## config.mk

```make
export PLATFORM = sky130hd
export DESIGN_NAME = hw_ov7670_capture
export DESIGN_NICKNAME = d
export VERILOG_FILES = /design/src/rtl/hw_ov7670_capture_pkg.sv /design/src/rtl/hw_ov7670_sync_edge.sv /design/src/rtl/hw_ov7670_capture.sv
export SDC_FILE = /design/constraint.sdc
export NUM_CORES = 1
export LEC_CHECK = 0
export CAP_MARGIN = 20
export CORE_UTILIZATION = 55
export CTS_CLUSTER_SIZE = 40
export DETAILED_ROUTE_END_ITERATION = 7
export HOLD_SLACK_MARGIN = 0.05
export PLACE_DENSITY = 0.82
export SLEW_MARGIN = 30
export SYNTH_ARGS = -nofsm -noshare
export SYNTH_HDL_FRONTEND = slang
export SYNTH_SLANG_ARGS = --single-unit
export TNS_END_PERCENT = 10
```

## constraint.sdc

```tcl
create_clock -name aclk -period 10.2 [get_ports aclk]
set_clock_uncertainty 0.2 [all_clocks]
set_input_delay 2.04 -clock aclk [delete_from_list [all_inputs] [get_ports aclk]]
set_output_delay 2.04 -clock aclk [all_outputs]
set_load 0.02 [all_outputs]
```

## src/rtl/hw_ov7670_capture_pkg.sv

```systemverilog
// Shared types and defaults for the OV7670 frame grabber.
package hw_ov7670_capture_pkg;

  localparam int unsigned HW_OV7670_DWIDTH    = 8;
  localparam int unsigned HW_OV7670_PIX_WIDTH = 16;
  localparam int unsigned DEF_IMG_W           = 640;
  localparam int unsigned DEF_IMG_H           = 480;
  localparam int unsigned DEF_AWIDTH          = 20;

  typedef enum logic [2:0] {
    ST_IDLE,
    ST_WAIT_VS,
    ST_WAIT_FS,
    ST_CAPTURE,
    ST_PUBLISH
  } cap_state_e;

  // One RGB565 pixel as it arrives from the sensor: first byte in the upper half.
  typedef struct packed {
    logic [HW_OV7670_DWIDTH-1:0] hi;
    logic [HW_OV7670_DWIDTH-1:0] lo;
  } pix_t;

  function automatic logic [7:0] sat_inc8(input logic [7:0] v);
    return (v == 8'hFF) ? v : v + 8'd1;
  endfunction

endpackage

```

## src/rtl/hw_ov7670_sync_edge.sv

```systemverilog
// Two-flop synchroniser for one asynchronous camera signal, with rise/fall strobes.
module hw_ov7670_sync_edge (
  input  logic aclk,
  input  logic areset,
  input  logic d,
  output logic q,
  output logic rise_c,
  output logic fall_c
);

  logic s1, s2, s3;

  always_ff @(posedge aclk or posedge areset) begin
    if (areset) begin
      s1 <= 1'b0;
      s2 <= 1'b0;
      s3 <= 1'b0;
    end else begin
      s1 <= d;
      s2 <= s1;
      s3 <= s2;
    end
  end

  assign q      = s2;
  assign rise_c = s2 & ~s3;
  assign fall_c = ~s2 & s3;

endmodule

```

## src/rtl/hw_ov7670_capture.sv

```systemverilog
// OV7670 frame grabber: oversampled camera bus -> 16-bit pixels -> ping-pong BRAM frames.
// Optional test-pattern source enabled by defining HW_OV7670_TPG_EN (adds tpg_sel).
module hw_ov7670_capture
  import hw_ov7670_capture_pkg::*;
#(
  parameter int unsigned IMG_W      = DEF_IMG_W,
  parameter int unsigned IMG_H      = DEF_IMG_H,
  parameter int unsigned NUM_BUF    = 2,
  parameter int unsigned AWIDTH     = DEF_AWIDTH,
  parameter int unsigned XCLK_DIV   = 4,
  parameter int unsigned RST_CYCLES = 1024
) (
  input  logic                           aclk,
  input  logic                           areset,
  input  logic                           enable,
  input  logic                           rd_lock,
  output logic                           rd_idx,
  output logic                           frame_done,
  output logic                           frame_err,
  output logic [7:0]                     drop_cnt,
  output logic [AWIDTH-1:0]              bram_addr,
  output logic [HW_OV7670_PIX_WIDTH-1:0] bram_din,
  output logic                           bram_en,
  output logic                           bram_we,
  input  logic                           cam_pclk,
  input  logic                           cam_href,
  input  logic                           cam_vsync,
  input  logic [HW_OV7670_DWIDTH-1:0]    cam_d,
  output logic                           cam_rst_n,
  output logic                           cam_xclk
`ifdef HW_OV7670_TPG_EN
  ,
  input  logic                           tpg_sel
`endif
);

  localparam int unsigned FRAME_PIX = IMG_W * IMG_H;
  localparam int unsigned XW        = $clog2(IMG_W + 2);
  localparam int unsigned YW        = $clog2(IMG_H + 2);
  localparam int unsigned HALF      = XCLK_DIV / 2;
  localparam int unsigned XCW       = $clog2(HALF + 1);
  localparam int unsigned RCW       = $clog2(RST_CYCLES + 1);

  logic pclk_rise_c, pclk_unused_q, pclk_unused_fall;
  logic href_s, href_unused_rise, href_unused_fall;
  logic vsync_s, vsync_rise_c, vsync_fall_c;
  logic [HW_OV7670_DWIDTH-1:0] d_s1, d_s2;

  hw_ov7670_sync_edge u_sync_pclk (
    .aclk(aclk), .areset(areset), .d(cam_pclk),
    .q(pclk_unused_q), .rise_c(pclk_rise_c), .fall_c(pclk_unused_fall)
  );
  hw_ov7670_sync_edge u_sync_href (
    .aclk(aclk), .areset(areset), .d(cam_href),
    .q(href_s), .rise_c(href_unused_rise), .fall_c(href_unused_fall)
  );
  hw_ov7670_sync_edge u_sync_vsync (
    .aclk(aclk), .areset(areset), .d(cam_vsync),
    .q(vsync_s), .rise_c(vsync_rise_c), .fall_c(vsync_fall_c)
  );

  // Data bus synchronised with the same latency as PCLK so it lines up with pclk_rise_c.
  always_ff @(posedge aclk or posedge areset) begin
    if (areset) begin
      d_s1 <= '0;
      d_s2 <= '0;
    end else begin
      d_s1 <= cam_d;
      d_s2 <= d_s1;
    end
  end

  // Sensor clock and power-on reset sequencing.
  logic [XCW-1:0] xcnt;
  logic [RCW-1:0] rst_cnt;

  always_ff @(posedge aclk or posedge areset) begin
    if (areset) begin
      xcnt      <= '0;
      cam_xclk  <= 1'b0;
      rst_cnt   <= '0;
      cam_rst_n <= 1'b0;
    end else begin
      if (xcnt == '0) cam_xclk <= ~cam_xclk;
      xcnt <= (xcnt == XCW'(HALF - 1)) ? '0 : xcnt + XCW'(1);
      if (!cam_rst_n) begin
        if (rst_cnt == RCW'(RST_CYCLES - 1)) cam_rst_n <= 1'b1;
        else rst_cnt <= rst_cnt + RCW'(1);
      end
    end
  end

  cap_state_e                  state;
  logic                        enable_q, wr_buf, skip, bad, phase, href_q;
  logic [HW_OV7670_DWIDTH-1:0] byte0;
  logic [XW-1:0]               x;
  logic [YW-1:0]               y;
  logic [AWIDTH-1:0]           line_base;
  logic                        next_buf_c;
  pix_t                        pix_c;

  assign next_buf_c = (NUM_BUF > 1) ? ~wr_buf : 1'b0;

`ifdef HW_OV7670_TPG_EN
  assign pix_c = tpg_sel ? '{hi: 8'(x), lo: 8'(y)} : '{hi: byte0, lo: d_s2};
`else
  assign pix_c = '{hi: byte0, lo: d_s2};
`endif

  // Capture FSM; a frame that starts outside WAIT_FS is never entered.
  always_ff @(posedge aclk or posedge areset) begin
    if (areset) begin
      state      <= ST_IDLE;
      enable_q   <= 1'b0;
      wr_buf     <= 1'b0;
      skip       <= 1'b0;
      bad        <= 1'b0;
      phase      <= 1'b0;
      href_q     <= 1'b0;
      byte0      <= '0;
      x          <= '0;
      y          <= '0;
      line_base  <= '0;
      rd_idx     <= 1'b0;
      frame_done <= 1'b0;
      frame_err  <= 1'b0;
      drop_cnt   <= '0;
      bram_addr  <= '0;
      bram_din   <= '0;
      bram_en    <= 1'b0;
      bram_we    <= 1'b0;
    end else begin
      enable_q   <= enable;
      frame_done <= 1'b0;
      bram_en    <= 1'b0;
      bram_we    <= 1'b0;
      if (enable && !enable_q) frame_err <= 1'b0;

      unique case (state)
        ST_IDLE: if (enable && cam_rst_n) state <= ST_WAIT_VS;

        ST_WAIT_VS: begin
          if (!enable) state <= ST_IDLE;
          else if (vsync_s) state <= ST_WAIT_FS;
        end

        ST_WAIT_FS: begin
          if (!enable) begin
            state <= ST_IDLE;
          end else if (vsync_fall_c) begin
            x         <= '0;
            y         <= '0;
            phase     <= 1'b0;
            href_q    <= 1'b0;
            bad       <= 1'b0;
            skip      <= (NUM_BUF == 1) && rd_lock;
            line_base <= wr_buf ? AWIDTH'(FRAME_PIX) : '0;
            state     <= ST_CAPTURE;
          end
        end

        ST_CAPTURE: begin
          if (pclk_rise_c) begin
            href_q <= href_s;
            if (href_s) begin
              phase <= ~phase;
              if (!phase) begin
                byte0 <= d_s2;
              end else begin
                if ((x < XW'(IMG_W)) && (y < YW'(IMG_H)) && !skip) begin
                  bram_en   <= 1'b1;
                  bram_we   <= 1'b1;
                  bram_addr <= line_base + AWIDTH'(x);
                  bram_din  <= pix_c;
                end
                if (x != XW'(IMG_W + 1)) x <= x + XW'(1);
              end
            end else if (href_q) begin
              // End of line: a dangling first byte is simply forgotten.
              phase     <= 1'b0;
              x         <= '0;
              line_base <= line_base + AWIDTH'(IMG_W);
              if (y != YW'(IMG_H + 1)) y <= y + YW'(1);
              if (x != XW'(IMG_W)) begin
                frame_err <= 1'b1;
                bad       <= 1'b1;
              end
            end
          end
          if (vsync_rise_c) state <= ST_PUBLISH;
        end

        ST_PUBLISH: begin
          if (!skip && !bad && (y == YW'(IMG_H))) begin
            rd_idx     <= wr_buf;
            frame_done <= 1'b1;
            if (!(rd_lock && (next_buf_c == rd_idx))) wr_buf <= next_buf_c;
          end else begin
            drop_cnt <= sat_inc8(drop_cnt);
          end
          if (!skip && (y < YW'(IMG_H))) frame_err <= 1'b1;
          state <= enable ? ST_WAIT_FS : ST_IDLE;
        end

        default: state <= ST_IDLE;
      endcase
    end
  end

endmodule
```

Word-level counts from Yosys, hierarchy flattened
Cells that the tools add are included.
Word-level totals
  register bits: 142
  latch bits: 0
  RAM bits: 0
  bits in read-only memories: 0
  bits of input ports: 15
  word-level logic and storage cells: 163
  memories: 0
Operators by class
  $add $sub $neg: 7
  multipliers: 0
  div/mod/pow operators: 0
  order comparisons: 2
  eq/ne operators: 26
  shift operators: 0
  mux-type cells: 60
  bitwise gates (word level): 14
  reduce and logical (&&, ||, !) cells: 23
Operator list (count)
  $mux W20: 5
  $mux W10: 7
  $mux W9: 6
  $pmux W20 S2: 1
  $mux W1: 25
  $reduce_and A7 Y1: 3
  $add A20 B10 Y20: 1
  $add A20 B10 Y20 const B: 1
  $ne A10 B10 Y1 const B: 2
  $pmux W10 S2: 1
  $mux W19: 1
  $mux W3: 6
  $pmux W9 S2: 1
  $pmux W3 S5: 1
  $ne A2 B2 Y1 const B: 7
  $reduce_and A4 Y1: 3
  $add A11 B1 Y11 const B: 1
  $eq A11 B10 Y1 const B: 1
  $not A1 Y1: 11
  $add A10 B1 Y10 const B: 1
  $lt A10 B10 Y1 const B: 1
  $reduce_and A5 Y1: 2
  $add A9 B1 Y9 const B: 1
  $eq A9 B9 Y1 const B: 1
  24 further kinds: 42

Logic depth before layout (Yosys ltp)
Gate-level depths: netlist of the first run.
  depth after elaboration: 8
  gate-level depth with buffers: 9

Hierarchy
From an unflattened synthesis of the first run, not the netlist that was laid out.
Unflattened totals
  cells, all modules: 509
  area total of the unflattened synthesis: 5909.4 sq um
Modules (own cells, without submodules)
  hw_ov7670_capture: instances 1, cells each 491, area each 5627.9 sq um, seq. area each 3178.0 sq um
  hw_ov7670_sync_edge: instances 3, cells each 6, area each 93.8 sq um, seq. area each 75.1 sq um

Worst setup path before layout of the first run
Ideal clock, no wire load.
  path type: input-to-reg
  from: input enable
  to: register x[2]
  setup time: 66 ps
  arrival: 3437 ps
  data required time: 9934 ps
  setup slack: 6497 ps
  stages: 5
  path buffers: 1
  path through: or4b_4 -> and3_1 -> buf_4 -> or4_1 -> nand2_1
On the way
  word-level cells in the longest chain between the ends: 2
RTL lines
  from (decl): line hw_ov7670_capture.sv:15  | input logic enable,
  $ne A2 B2 Y1 (no line)
  $reduce_and A7 Y1 (no line)
  to (signal assigned): line hw_ov7670_capture.sv:176  | if (x != XW'(IMG_W + 1)) x <= x + XW'(1);
  to (decl): line hw_ov7670_capture.sv:96  | logic [XW-1:0] x;
Every way passes these cells.
A chain may end at the register's enable or synchronous reset.

Worst setup path after layout of the first run
  from: input enable
  to: register y[0]
On the way
  word-level cells in the longest chain between the ends: 2
RTL lines
  $ne A2 B2 Y1 (no line)
  $reduce_and A7 Y1 (no line)
  to (signal assigned): line hw_ov7670_capture.sv:183  | if (y != YW'(IMG_H + 1)) y <= y + YW'(1);
  to (decl): line hw_ov7670_capture.sv:97  | logic [YW-1:0] y;
Every way passes these cells.

==> metrics, run 1 <==
status=complete, no violations; mean post-synth cell area=10.57 sq um; HPWL Detailed=7489 um; first-pass GRT wire length=19500 um; Die Area=0.01118 sq mm; setup TNS=0 ns; Vias=4399; Hold Crit Class=reg -> reg; placed insts=741; CP arrival=4.08 ns; layout cells sized above 1=0.08948; Area Growth Syn to Fin=21.31%; crit path kind=in -> reg; final core utilization=0.6923; IO Pins=66; crit start category=primary input; CP required=10.40 ns; largest net degree at the start of global routing=73; Die Span Y=105.7 um; fin crit share=0.3807; CTS max path bufs=2; FP Rows=37; Skew-Pair Late Insertion Delay=0.52 ns; Fin. Hold Viols=0; gate count of the mapped netlist=560; CTS clock-pin slew for the worst setup and hold paths=0.06 ns; Worst setup EP type=flop; drt initial violations=313; vias in the first global route=4273; CTS H-Tree Depth=4; Max Cap Viol=0; Port Buffer Count=65; commonest cells after routing, fill and taps aside=dfrtp_1, nand2_1, clkdlybuf4s50_1, o21ai_0, nand3_1; post-synthesis sequential area ratio=0.5708; CTS Buf Count=17; VDD IR-drop max=93.97 uV; Post-synth EDFFs=0; Post-Route WL=11540 um; P_leak=3.254 nW; Via-to-Cell Ratio=5.691; Slew @ Worst Pin=0.8714 ns; post-CTS setup buffers=0; Slew headroom=0.4191; initial antenna violation count=0; CP Max Fanout=19; Async SR Flop Fraction=1.000; maximum clock rate=257.5 MHz; synthesized flop and latch total=135; Die X=105.7 um; ANT cells=0; Synth Cell Area=0.005918 sq mm; per-cell routed wire length=14.93 um; area occupied by multi-input gates=0.002350 sq mm; Yosys warnings=0; first-pass iteration count of the detailed router=6; fin crit period=3.883 ns; Netlist cell types=54; cts repair resizes=0; GP Congestion=0.8412; CORE AREA=0.01037 sq mm; dominant synthesized flop cell=dfrtp_1; Pins Over Slew Limit=0; Setup Viol. Count Final=0; Tot GR Track Use=0.2216; RSZ-0062 raised after global routing=false; commonest non-fill, non-tap cell in the layout=dfrtp_1; pwr/cell area=159.0 mW/mm^2; CTS Root Cell=clkbuf_8; grt total ovfl=0; syn_nets=587; # clock sinks=135; fin cells=773; number of remaining DRC errors=0; CTS tree=done; Register Area=0.003378 sq mm; Post-CTS Hold Buffers=0; Routed Antenna Nets=0; fillers=758; # nets final=651; Initial Utilization=0.5707
synth_stat cells (3+ instances only):
cell type | count | area share
a21o_1 | 3 | 0.0038
a21oi_1 | 21 | 0.018
a22o_1 | 3 | 0.0044
and3_1 | 7 | 0.0074
and4_1 | 3 | 0.0044
buf_2 | 5 | 0.0042
buf_4 | 3 | 0.0038
buf_6 | 4 | 0.0076
clkbuf_1 | 10 | 0.0063
dfrtp_1 | 135 | 0.57
ha_1 | 12 | 0.025
inv_1 | 17 | 0.011
mux2_2 | 11 | 0.021
nand2_1 | 117 | 0.074
nand3_1 | 28 | 0.024
nand4_1 | 15 | 0.016
nor2_1 | 19 | 0.012
nor2b_1 | 3 | 0.0032
nor3_1 | 11 | 0.0093
nor4b_1 | 4 | 0.0059
o21ai_0 | 30 | 0.025
o31ai_1 | 15 | 0.019
or3_1 | 3 | 0.0032
or4_1 | 15 | 0.019
xnor2_1 | 25 | 0.037
xor2_1 | 6 | 0.0089
state kept, by name (all words and copies together) (netlist names), 2 cells and up:
name       cells
drop_cnt       8
byte0          8
bram_addr     20
y              9
x             10
state          3
d_s1           8
bram_din      16
d_s2           8
xcnt           2
rst_cnt       11
line_base     13
critical path: stages:
cell and delay (ns):
clkdlybuf4s50_1 0.46, or4b_4 0.56, and3_1 0.40, o21ai_1 0.25, mux2_2 0.36
routing by layer:
metal	wire, um	share of wire	track usage	vias up
met5	0	0	0	-
met4	163	0.014	0.08532	0
met3	550	0.048	0.05937	15
met2	5862	0.51	0.3534	146
met1	4964	0.43	0.2901	2135
li1	-	-	-	2103
worst paths after layout:
path,slack (ns),endpoint,cells after the start,start
worst max-delay path,6.32,y[0],5,enable
worst min-delay path,0.15,d_s2[1],0,d_s1[1]
worst max register to register,7.25,bram_din[11],7,state[2]
worst min register to register,0.15,d_s2[1],0,d_s1[1]
max in group asynchronous,6.63,line_base[9],3,areset
min in group asynchronous,1.81,d_s2[3],2,areset
per-stage QoR:
| step | cell area, sq um | power [mW] | hold slack (ns) | setup WS (ns) |
|---|---|---|---|---|
| 2_1_floorplan | 5918 | 0.5803 | 0.1312 | 4.349 |
| 3_3_place_gp | 6626 | 0.5920 | 0.1316 | 5.830 |
| 3_5_place_dp | 6626 | 0.5935 | 0.1347 | 5.795 |
| 4_1_cts | 7176 | 1.150 | 0.1501 | 6.318 |
| 5_1_grt | 7179 | 1.184 | 0.1492 | 6.225 |
| 6_report | 7179 | 1.141 | 0.1481 | 6.317 |
final cells by class:
type,count,area share
timing repair buffer,67,0.09272
inverter,17,0.009237
multi-input combinational,386,0.3273
tap,136,0.02370
clock buffer,17,0.05769
sequential,135,0.4705
clock inverter,15,0.01882
power by group:
group	switching [mW]	internal, mW	leakage [nW]
registers	0.00932	0.545	1.76
logic	0.0184	0.0111	1.23
clock network	0.250	0.308	0.262
total	0.277	0.864	3.25
cells by family (layout without fill, tap and decap cells):
| family | count (synthesis) | after routing | share of synthesized area |
|---|---|---|---|
| simple gates | 241 | 241 | 0.2036 |
| flops | 135 | 135 | 0.5708 |
| compound gates | 89 | 89 | 0.09725 |
| buf+inv | 39 | 116 | 0.03277 |
| xor+xnor | 31 | 31 | 0.04588 |
| mux | 13 | 13 | 0.02431 |
| fa+ha+maj | 12 | 12 | 0.02537 |
No activity file was read; power rests on OpenSTA's default activity.
==> run 2, diff against run 1 <==
- clock period: 10.2 -> 4 ns (I/O delays scaled with it)
==> run 2 against run 1 <==
Power grew to 2.7 times the previous value. Worst setup slack worse by 5.1 ns. Combinational power grew to 2.6 times the previous value. Global-route usage up 0.62 points. Wire length grew 1.4%. Critical endpoint unchanged. Sequential cell count unchanged. Largest cell class unchanged. Via count rose by 0.32%.
==> metrics, run 2 (same netlist as run 1, synthesis figures left out) <==
Die Span Y=105.7 um; initial antenna violation count=0; Post-CTS Hold Buffers=0; Initial Utilization=0.5707; fillers=778; Routed Antenna Nets=0; Max Cap Viol=0; P_leak=3.303 nW; crit path cell chain=nand3b_4 -> o32ai_4 -> and3_1 -> o21ai_1 -> mux2_2; pwr/cell area=426.0 mW/mm^2; vias in the first global route=4288; grt total ovfl=0; fin crit period=2.822 ns; IO Pins=66; Skew-Pair Late Insertion Delay=0.52 ns; Area Growth Syn to Fin=22.83%; GP Congestion=0.8038; CORE AREA=0.01037 sq mm; maximum clock rate=354.4 MHz; RSZ-0062 raised after global routing=false; max reg flops=20; Port Buffer Count=65; largest net degree at the start of global routing=65; fin crit share=0.7055; final core utilization=0.7010; first-pass GRT wire length=19980 um; CTS Buf Count=17; reg2reg start=state[2]; commonest cells after routing, fill and taps aside=dfrtp_1, nand2_1, clkdlybuf4s50_1, o21ai_0, nand3_1; Critical-path top delay cell=and3_1; Die X=105.7 um; # nets final=653; Tot GR Track Use=0.2278; Die Area=0.01118 sq mm; setup TNS=0 ns; CTS Root Cell=clkbuf_8; # clock sinks=135; CTS tree=done; drt initial violations=266; Vias=4413; post-CTS setup buffers=0; CTS H-Tree Depth=4; number of remaining DRC errors=0; Slew @ Worst Pin=0.7556 ns; Worst setup EP type=flop; Post-Route WL=11700 um; Crit. Startpoint=state[2]; ANT cells=0; CP Max Fanout=19; commonest non-fill, non-tap cell in the layout=dfrtp_1; first-pass iteration count of the detailed router=5; Hold Crit Class=reg -> reg; CP arrival=3.02 ns; Int Power=2.475 mW; status=complete, no violations; FP Rows=37; combinational cell fraction of total power=0.025; area occupied by multi-input gates=0.002350 sq mm; crit path kind=reg -> reg; HPWL Detailed=7756 um; CTS max path bufs=2; HP Start=u_sync_pclk.s1; CTS clock-pin slew for the worst setup and hold paths=0.06 ns; switch share=0.2009; Via-to-Cell Ratio=5.702; layout cells sized above 1=0.08777; Setup Viol. Count Final=0; NetSw=622.3 uW; CP required=4.20 ns; Fin. Hold Viols=0; per-cell routed wire length=15.12 um; biggest regs=bram_addr (20), bram_din (16), line_base (13); VDD IR-drop max=303.1 uV; Flop pwr share=0.457; Pins Over Slew Limit=0; Clk pwr share=0.518; Slew headroom=0.4944; Register Area=0.003378 sq mm; CP max stage delay=0.68 ns; cts repair resizes=0; Final Power=3.097 mW; crit start category=flop; Most flops, register=bram_addr
-- run 2: routing by layer --
layer	vias to the layer above	global-route usage	routed length (um)
li1	2093	-	-
met1	2181	0.2867	4891
met2	125	0.3805	6141
met3	14	0.05442	541
met4	0	0.08929	130
met5	-	0	0
-- run 2: power by group through the flow --
stage                     clock (mW)  combinational [mW]  sequential (mW)
final                           1.61              0.0777             1.41
after global routing            1.69              0.0895             1.42
after CTS                       1.63              0.0802             1.41
after detailed placement           0              0.0794             1.44
after global placement             0              0.0773             1.43
after floorplan                    0              0.0516             1.43
-- run 2: worst max-delay path, delay by kind of cell (launching register included) --
family | cells | cell delay, ns
and+or+nand+nor | 2 | 0.98
muxes | 1 | 0.32
DFF | 1 | 0.48
AOI/OAI and AO/OA | 2 | 0.72
-- run 2: worst paths after layout --
kind                       depth (start not counted)  slack [ns]       endpoint
max                                                5        1.18           y[0]
min                                                0        0.14  u_sync_pclk.q
max reg2reg                                        5        1.18           y[0]
min reg2reg                                        0        0.14  u_sync_pclk.q
max in group asynchronous                          3        2.12           y[3]
min in group asynchronous                          2        0.55       byte0[4]
-- run 2: area by class of cell --
cell class / count / area share
Timing Repair Buffer: 69 / 0.09535
Inverter: 17 / 0.009294
Tap cell: 136 / 0.02341
Sequential cell: 135 / 0.4647
Clock inverter: 9 / 0.02031
Multi-Input combinational cell: 386 / 0.3232
Clock buffer: 22 / 0.06368
-- run 2: stage by stage --
stage | setup slack [ns] | cells | hold WS (ns) | area, sq um
final | 1.178 | 774 | 0.1431 | 7269
after floorplan | 1.321 | 560 | 0.1312 | 5922
after global placement | 0.8780 | 743 | 0.1331 | 6655
after global routing | 1.066 | 774 | 0.1496 | 7269
after CTS | 1.154 | 774 | 0.1462 | 7266
after detailed placement | 0.8341 | 743 | 0.1347 | 6655
